## config.mk

```make
export PLATFORM = sky130hd
export DESIGN_NAME = bcd_display_mux
export DESIGN_NICKNAME = d
export VERILOG_FILES = /design/src/rtl/bcd_display_mux.sv
export SDC_FILE = /design/constraint.sdc
export NUM_CORES = 1
export LEC_CHECK = 0
export CAP_MARGIN = 30
export CELL_PAD_IN_SITES_DETAIL_PLACEMENT = 1
export CELL_PAD_IN_SITES_GLOBAL_PLACEMENT = 2
export CORE_UTILIZATION = 31
export DETAILED_ROUTE_END_ITERATION = 10
export GPL_ROUTABILITY_DRIVEN = 1
export MAX_ROUTING_LAYER = met4
export PLACE_DENSITY = 0.76
export SETUP_SLACK_MARGIN = 0.05
export SYNTH_ARGS = -nofsm -noshare
export SYNTH_HDL_FRONTEND = slang
export SYNTH_SLANG_ARGS = --single-unit
```

## constraint.sdc

```tcl
create_clock -name clk -period 3.17 [get_ports clk]
set_input_delay 0.634 -clock clk [delete_from_list [all_inputs] [get_ports clk]]
set_output_delay 0.634 -clock clk [all_outputs]
set_load 0.05 [all_outputs]
```

## src/rtl/bcd_display_mux.sv

```systemverilog
// Two-digit multiplexed seven-segment driver with blanking gaps and coherent per-frame digit snapshot.
// Latency: pins registered; a new input pair is shown at most one frame plus GAP_CYCLES after it settles.
// Backpressure: none; free-running display consumer, enable=0 parks the sequencer dark at GAP_U.
module bcd_display_mux #(
  parameter int NBITS          = 4,
  parameter int REFRESH_DIV    = 50000,
  parameter int GAP_CYCLES     = 500,
  parameter int SEG_ACTIVE_LOW = 1,
  parameter int AN_ACTIVE_LOW  = 1
) (
  input  logic             clk,
  input  logic             reset,
  input  logic             enable,
  input  logic             blank_lz,
  input  logic [NBITS-1:0] counter_u,
  input  logic [NBITS-1:0] counter_d,
  output logic [6:0]       seg,
  output logic [1:0]       an
);

  // One dwell timer serves both gap and show states, so size it for the longer of the two.
  localparam int TMAX = (REFRESH_DIV > GAP_CYCLES) ? REFRESH_DIV : GAP_CYCLES;
  localparam int TW   = (TMAX > 1) ? $clog2(TMAX) : 1;

  localparam logic [TW-1:0] GAP_LAST  = TW'(GAP_CYCLES - 1);
  localparam logic [TW-1:0] SHOW_LAST = TW'(REFRESH_DIV - 1);

  // Pin polarity masks; XOR with the logical value gives the value driven on the board.
  localparam logic [6:0] SEG_XOR = (SEG_ACTIVE_LOW != 0) ? 7'h7F : 7'h00;
  localparam logic [1:0] AN_XOR  = (AN_ACTIVE_LOW  != 0) ? 2'b11 : 2'b00;

  typedef enum logic [1:0] {
    GAP_U  = 2'd0,
    SHOW_U = 2'd1,
    GAP_D  = 2'd2,
    SHOW_D = 2'd3
  } state_t;

  state_t           state;
  state_t           state_nxt;
  logic [TW-1:0]    timer;
  logic             dwell_last;
  logic             snap;
  logic [NBITS-1:0] shadow_u;
  logic [NBITS-1:0] shadow_d;
  logic [NBITS-1:0] disp_u;
  logic [NBITS-1:0] disp_d;
  logic [6:0]       seg_nxt;
  logic [1:0]       an_nxt;

  // Logical gfedcba pattern; anything outside 0-9 is shown as a dash.
  function automatic logic [6:0] decode(input logic [NBITS-1:0] d);
    logic [6:0] s;
    case (32'(d))
      0:       s = 7'h3F;
      1:       s = 7'h06;
      2:       s = 7'h5B;
      3:       s = 7'h4F;
      4:       s = 7'h66;
      5:       s = 7'h6D;
      6:       s = 7'h7D;
      7:       s = 7'h07;
      8:       s = 7'h7F;
      9:       s = 7'h6F;
      default: s = 7'h40;
    endcase
    return s;
  endfunction

  // Next state and next logical outputs, computed for the state being entered so the
  // registered pins change on the same edge as the state register.
  always_comb begin
    dwell_last = 1'b0;
    state_nxt  = state;
    seg_nxt    = 7'h00;
    an_nxt     = 2'b00;

    if (state == GAP_U || state == GAP_D) begin
      dwell_last = (timer == GAP_LAST);
    end else begin
      dwell_last = (timer == SHOW_LAST);
    end

    if (dwell_last) begin
      case (state)
        GAP_U:   state_nxt = SHOW_U;
        SHOW_U:  state_nxt = GAP_D;
        GAP_D:   state_nxt = SHOW_D;
        default: state_nxt = GAP_U;
      endcase
    end

    // Both shadows load together on entry to SHOW_U; the digit shown on that
    // entry edge must come from the values being captured, not the stale shadow.
    snap   = dwell_last && (state == GAP_U);
    disp_u = snap ? counter_u : shadow_u;
    disp_d = snap ? counter_d : shadow_d;

    case (state_nxt)
      SHOW_U: begin
        an_nxt  = 2'b01;
        seg_nxt = decode(disp_u);
      end
      SHOW_D: begin
        if (blank_lz && (disp_d == '0)) begin
          an_nxt  = 2'b00;
          seg_nxt = 7'h00;
        end else begin
          an_nxt  = 2'b10;
          seg_nxt = decode(disp_d);
        end
      end
      default: begin
        an_nxt  = 2'b00;
        seg_nxt = 7'h00;
      end
    endcase
  end

  // Sequencer, shadow registers and registered pins; reset beats enable, and both go dark immediately.
  always_ff @(posedge clk) begin
    if (reset) begin
      state    <= GAP_U;
      timer    <= '0;
      shadow_u <= '0;
      shadow_d <= '0;
      seg      <= SEG_XOR;
      an       <= AN_XOR;
    end else if (!enable) begin
      state <= GAP_U;
      timer <= '0;
      seg   <= SEG_XOR;
      an    <= AN_XOR;
    end else begin
      state <= state_nxt;
      timer <= dwell_last ? '0 : timer + 1'b1;
      if (snap) begin
        shadow_u <= counter_u;
        shadow_d <= counter_d;
      end
      seg <= seg_nxt ^ SEG_XOR;
      an  <= an_nxt ^ AN_XOR;
    end
  end

endmodule

```

==> results_dict.tcl, run 1 <==
set metrics [dict create \
    swShare_pct 26.9 \
    p_comb_share_pct 11.6 \
    fillers 771 \
    viasPerCell 5.13 \
    start_kind "flop" \
    dieArea_sq_mm 0.00709 \
    dpl-instance-area_sq_mm 0.00240 \
    synth_seq_cells 35 \
    grt-ovfl-total 0 \
    synth_ff_type "dfxtp_1" \
    placed_cells 344 \
    clock-sinks 35 \
    fin_crit_sh_pct 90.7 \
    p_leak_nw 0.955 \
    firstDrtPassIters 7 \
    clk_pin_slew_ns 0.08 \
    synth.cell_area_sq_mm 0.00209 \
    grtUsageTotal_pct 17.1 \
    tightestPinTransition_ns 0.622 \
    yosysWarnings 0 \
    critPathSlowestCell "or3b_2" \
    powerDensity_mw_per_mm2 355 \
    drc 2 \
    synth_edf_count 0 \
    die_w_um 84.2 \
    diodes 0 \
    drive_above_1_share_pct 14.5 \
    io_buffers 20 \
    grt_pass1_wl_mm 9.28 \
    syn_inst 245 \
    finalHoldViolCount 0 \
    final_nets 295 \
    grt_pass1_vias 1814 \
    ys_seq_area_share_pct 33.5 \
    hpwl_mm 4.25 \
    coreArea_sq_mm 0.00642 \
    path_class "flop to flop" \
    fin_area_sq_mm 0.00249 \
    syn2layout_area_growth_pct 19.1 \
    die_y_um 84.2 \
    violations "DRC" \
    crit_chain "ha_1, or3b_2, a211oi_2, and4_2, mux2i_1, inv_1, ha_1, a21oi_1, o22ai_1, nor2_1, a21oi_1, a32oi_1" \
    critPathMaxFanout 7 \
    clock_power_share_pct 36.9 \
    cts_root_buf "clkbuf_8" \
    p_switching_w 0.000238 \
    fin_cells 352 \
    rsz0062_at_grt "false" \
    wl_per_cell_um 15.3 \
    cts_tree "done" \
    routed_wirelength_mm 5.39 \
    cp.arrival_ns 3.09 \
    hp-class "flop to flop" \
    fin_crit_ns 2.88 \
    crit_path_end_kind "flop" \
    num_vias 1804 \
    cts_htree_levels 2 \
    start_util_pct 32.6 \
    hold_buffers 0 \
    maxSlewViolCount 0 \
    utilization_pct 38.8 \
    power.total_w 0.000885 \
    fmax_ghz 0.348 \
    clk_latency_ns 0.29 \
    synth.distinct_cells 50 \
    slew_headroom_pct 58.4 \
    crit_path_max_incr_delay_ns 0.45 \
    ant_nets 0 \
    clockBufferDepth 2 \
    first_iter_violations 31 \
    avgSynthCellArea_sq_um 8.55 \
    vdd_drop_max_mv 0.109 \
    antenna_found_initial 0 \
    grt_max_degree 16 \
    row_count 29 \
    gp_congestion 0.801 \
    status "finished with violations" \
    cts-buffers-inserted 5 \
    setup_violations 0 \
    p_seq_share_pct 51.5 \
    drv_cap 0 \
    fin_tns_setup_ns 0 \
    synth_fp_nets 266 \
    synthArstFlopShare_pct 0 \
    worstPathRequired_ns 3.39 \
    internal_power_w 0.000646 \
    io_pins 21 \
    clock_skew_ns 0.00759 \
]
## sequential cells by signal, indices dropped and copies added, names as in the netlist
signal / count
shadow_u: 4
seg: 7
an: 2
shadow_d: 4
timer: 16
state: 2
## metrics by stage
step / hold WS [ns] / setup WS, ns
2_1_floorplan: 0.430 / 0.168
3_3_place_gp: 0.446 / 0.260
3_5_place_dp: 0.466 / 0.189
4_1_cts: 0.484 / 0.183
5_1_grt: 0.511 / 0.0923
6_report: 0.474 / 0.295
## worst paths after layout
check | from | to | slack [ns] | cells after the start
worst min-delay path | timer[0] | timer[0] | 0.47 | 1
worst max-delay path | timer[0] | seg[4] | 0.29 | 12
worst max register to register | timer[0] | seg[4] | 0.29 | 12
worst min register to register | timer[0] | timer[0] | 0.47 | 1
## area by class of cell
| type | instances | area [sq um] | area share [%] |
|---|---|---|---|
| Sequential cell | 35 | 701 | 28.1 |
| Multi-Input combinational cell | 188 | 1280 | 51.3 |
| Timing Repair Buffer | 31 | 283 | 11.3 |
| Clock inverter | 2 | 12.5 | 0.502 |
| Inverter | 13 | 48.8 | 1.96 |
| Clock buffer | 6 | 72.6 | 2.91 |
| Tap cell | 77 | 96.3 | 3.86 |
## cells in the mapped netlist (4+ instances only)
library cell	number	area [sq um]
clkbuf_1	4	15.0
a21oi_1	9	45.0
nand4_1	5	31.3
and3_1	6	37.5
xor2_1	11	96.3
nand3_1	7	35.0
nand2_1	19	71.3
nor2b_1	5	31.3
a211oi_1	5	37.5
ha_1	9	113
nor2_1	38	143
inv_1	12	45.0
dfxtp_1	35	701
a211oi_2	5	62.6
o21ai_0	5	25.0
nand3_2	4	40.0
mux2i_1	12	120
## metal layers
| layer | track usage (%) | share of wire, % | routed length [um] |
|---|---|---|---|
| met1 | 21.3 | 50 | 2700 |
| met2 | 28.5 | 47 | 2560 |
| met3 | 3.24 | 1.7 | 91 |
| met4 | 4.70 | 0.74 | 40 |
| met5 | - | 0 | 0 |
## worst max-delay path: cells and delay by family, from the launching register on
family / cells / cell delay [ns]
simple gates: 3 / 0.96
flops: 1 / 0.38
fa+ha+maj: 2 / 0.41
compound gates: 5 / 0.69
mux: 1 / 0.26
buf+inv: 1 / 0.09
## power groups by stage
stage                     sequential [W]  clock, W  combinational [W]
final                           0.000455  0.000327           0.000102
after global routing            0.000456  0.000360           0.000115
after floorplan                 0.000463         0          0.0000583
after CTS                       0.000455  0.000347           0.000103
after detailed placement        0.000465         0           0.000102
after global placement          0.000466         0           0.000102
## placed cells by master (no fill, tap or decap), types with 2 or more instances in the layout
| cell | count |
|---|---|
| and2_1 | 2 |
| ha_1 | 9 |
| o21ai_0 | 5 |
| xor2_1 | 11 |
| nor2_1 | 38 |
| o21ai_1 | 3 |
| nand2_1 | 19 |
| a21oi_1 | 9 |
| nand3_1 | 7 |
| nor3_1 | 3 |
| a22oi_1 | 3 |
| nor2b_1 | 5 |
| a211oi_2 | 5 |
| mux2i_2 | 2 |
| or3_1 | 2 |
| dfxtp_1 | 35 |
| nand3b_1 | 2 |
| nor4b_1 | 3 |
| clkbuf_8 | 5 |
| nand3_2 | 4 |
| buf_4 | 11 |
| inv_1 | 12 |
| mux2_4 | 2 |
| mux2i_1 | 11 |
| or2_2 | 2 |
| a211oi_1 | 5 |
| nand4_1 | 5 |
| o31ai_1 | 2 |
| clkdlybuf4s50_1 | 20 |
| and3_1 | 6 |
| xnor2_1 | 3 |
| a31oi_1 | 3 |
| a32oi_1 | 2 |
## repair_timing
action                     in CTS  in global routing
resized for setup               0                  2
setup endpoints to repair       0                  4
setup buffers                   0                  0
hold endpoints to repair        0                  0
## kinds of logic (layout without fill, tap and decap cells)
group	after synthesis	count (layout)	share of synthesized area, %
buffers and inverters	22	52	5.67
DFF	35	35	33.5
muxes	15	15	7.83
AOI/OAI and AO/OA	43	43	14.8
and+or+nand+nor	107	107	27.0
xor gates and xnor gates	14	14	5.85
adders and majority gates	9	9	5.38
Note: power is estimated with default switching activity, not from simulation.
==> run 2: changes to the inputs <==
--- a/config.mk
+++ b/config.mk
@@ -14,6 +14,7 @@
 export MAX_ROUTING_LAYER = met4
 export PLACE_DENSITY = 0.76
 export SETUP_SLACK_MARGIN = 0.05
+export SLEW_MARGIN = 20
 export SYNTH_ARGS = -nofsm -noshare
 export SYNTH_HDL_FRONTEND = slang
 export SYNTH_SLANG_ARGS = --single-unit
==> results of run 2 <==
The final DEF is identical to that of run 1; final timing and power are the same.
==> run 3: changes to the inputs <==
--- a/config.mk
+++ b/config.mk
@@ -5,14 +5,13 @@
 export SDC_FILE = /design/constraint.sdc
 export NUM_CORES = 1
 export LEC_CHECK = 0
-export CAP_MARGIN = 30
 export CELL_PAD_IN_SITES_DETAIL_PLACEMENT = 1
 export CELL_PAD_IN_SITES_GLOBAL_PLACEMENT = 2
-export CORE_UTILIZATION = 31
+export CORE_UTILIZATION = 37
 export DETAILED_ROUTE_END_ITERATION = 10
 export GPL_ROUTABILITY_DRIVEN = 1
 export MAX_ROUTING_LAYER = met4
-export PLACE_DENSITY = 0.76
+export PLACE_DENSITY = 0.85
 export SETUP_SLACK_MARGIN = 0.05
 export SLEW_MARGIN = 20
 export SYNTH_ARGS = -nofsm -noshare
==> constraint.sdc (replaced) <==
create_clock -name clk -period 3.6 [get_ports clk]
set_input_delay 0.72 -clock clk [delete_from_list [all_inputs] [get_ports clk]]
set_output_delay 0.72 -clock clk [all_outputs]
set_load 0.05 [all_outputs]
==> results_dict.tcl, run 3 (synthesis gave the netlist of run 1 again) <==
set metrics [dict create \
    path_class "flop to flop" \
    num_vias 1780 \
    grt_pass1_vias 1754 \
    utilization_pct 44.8 \
    io_buffers 20 \
    hpwl_mm 3.95 \
    crit_path_end_kind "flop" \
    vdd_drop_max_mv 0.185 \
    power.total_w 0.000769 \
    drc 0 \
    grt_pass1_wl_mm 8.94 \
    die_y_um 77.2 \
    final_nets 291 \
    first_iter_violations 68 \
    holdPathEnd "timer[0]" \
    diodes 0 \
    ant_nets 0 \
    dieArea_sq_mm 0.00597 \
    cts-buffers-inserted 5 \
    status "finished clean" \
    fin_tns_setup_ns 0 \
    maxSlewViolCount 0 \
    gp_congestion 0.799 \
    final_common_cell "nor2_1" \
    p_leak_nw 0.933 \
    start_kind "flop" \
    hp-start "timer[0]" \
    cp.arrival_ns 3.28 \
    drv_cap 0 \
    cts_tree "done" \
    cts_setup_buffers 0 \
    syn2layout_area_growth_pct 17.1 \
    post-place-ws_ns 0.562 \
    wl_per_cell_um 15.0 \
    firstDrtPassIters 4 \
    fmax_ghz 0.326 \
    largest_registers "timer: 16 flops, seg: 7 flops" \
    placed_cells 335 \
    hold_buffers 0 \
    clk_latency_ns 0.29 \
    powerDensity_mw_per_mm2 314 \
    fin_crit_sh_pct 85.2 \
    start_util_pct 38.3 \
    antenna_found_initial 0 \
    drive_above_1_share_pct 12.5 \
    fillers 688 \
    clock-sinks 35 \
    post_cts_resize_count 0 \
    coreArea_sq_mm 0.00547 \
    clockBufferDepth 2 \
    setup_violations 0 \
    cts_htree_levels 2 \
    r2r-end "seg[4]" \
    hp-class "flop to flop" \
    setup_ws_ns 0.533 \
    row_count 27 \
    clock_skew_ns 0.00463 \
    rsz0062_at_grt "false" \
    whs_path_depth 1 \
    timing.rr.start "timer[0]" \
    largest_reg_flops 16 \
    finalHoldViolCount 0 \
    fin_crit_ns 3.07 \
    worstPathRequired_ns 3.81 \
    fin_cells 343 \
    critPathMaxFanout 7 \
    grt_max_degree 17 \
    routed_wirelength_mm 5.14 \
    io_pins 21 \
    grt-ovfl-total 0 \
    layout_common_cells "nor2_1 (38), dfxtp_1 (35), clkdlybuf4s50_1 (20)" \
    viasPerCell 5.19 \
    grtUsageTotal_pct 19.5 \
    tightestPinTransition_ns 0.603 \
    clk_pin_slew_ns 0.07 \
    die_w_um 77.2 \
    slew_headroom_pct 59.7 \
    ff2ff_setup_slack_ns 0.53 \
    worstRegToRegCells 12 \
    cts_root_buf "clkbuf_8" \
    largest_register "timer" \
]
## run 3: cell types whose count changed in the layout (fill, tap and decap cells not counted)
| cell | before | now |
|---|---|---|
| mux2i_1 | 11 | 12 |
| buf_4 | 11 | 7 |
| mux2i_2 | 2 | 1 |
| and4_2 | 1 | 0 |
| and4_1 | 0 | 1 |
## run 3: through the flow
step,hold slack (ns),area [sq um]
detailed placement,0.460,2370
global placement,0.445,2370
floorplan,0.430,2090
finish,0.477,2450
global route,0.526,2450
CTS,0.476,2450
## run 3: metal layers
metal	wire, um	up-vias	global-route usage [%]
met5	0	-	-
met4	51	0	5.09
met3	155	6	3.93
met1	2910	835	29.3
li1	-	911	-
met2	2020	28	25.8
## run 3: worst max-delay path: stages (launching register included)
cell and delay, ns:
dfxtp_1 0.37, ha_1 0.25, or3b_2 0.47, a211oi_2 0.26, and4_1 0.45, mux2i_1 0.27, inv_1 0.09, ha_1 0.25
a21oi_1 0.14, o22ai_1 0.09, nor2_1 0.10, a21oi_1 0.08, a32oi_1 0.19
## run 3: cell type report
type	instances	area [sq um]	share of cell area (%)
clock buffer	6	72.6	2.96
timing repair buffer	27	253	10.3
tap	72	90.1	3.67
sequential	35	701	28.6
inverter	13	48.8	1.99
multi-input combinational	188	1270	52.0
clock inverter	2	12.5	0.510
## run 3: power breakdown
part	internal (W)	switching, W
combinational	0.0000399	0.0000495
clock	0.000135	0.000143
sequential	0.000393	0.00000841
total	0.000568	0.000201
## run 3: worst max path at each step
stage,startpoint,depth (start not counted),endpoint
2_1_floorplan,timer[0],13,seg[6]
6_report,timer[0],12,seg[4]
4_1_cts,timer[0],12,seg[4]
5_1_grt,timer[0],12,seg[4]
3_5_place_dp,timer[0],12,seg[4]
3_3_place_gp,timer[0],12,seg[4]
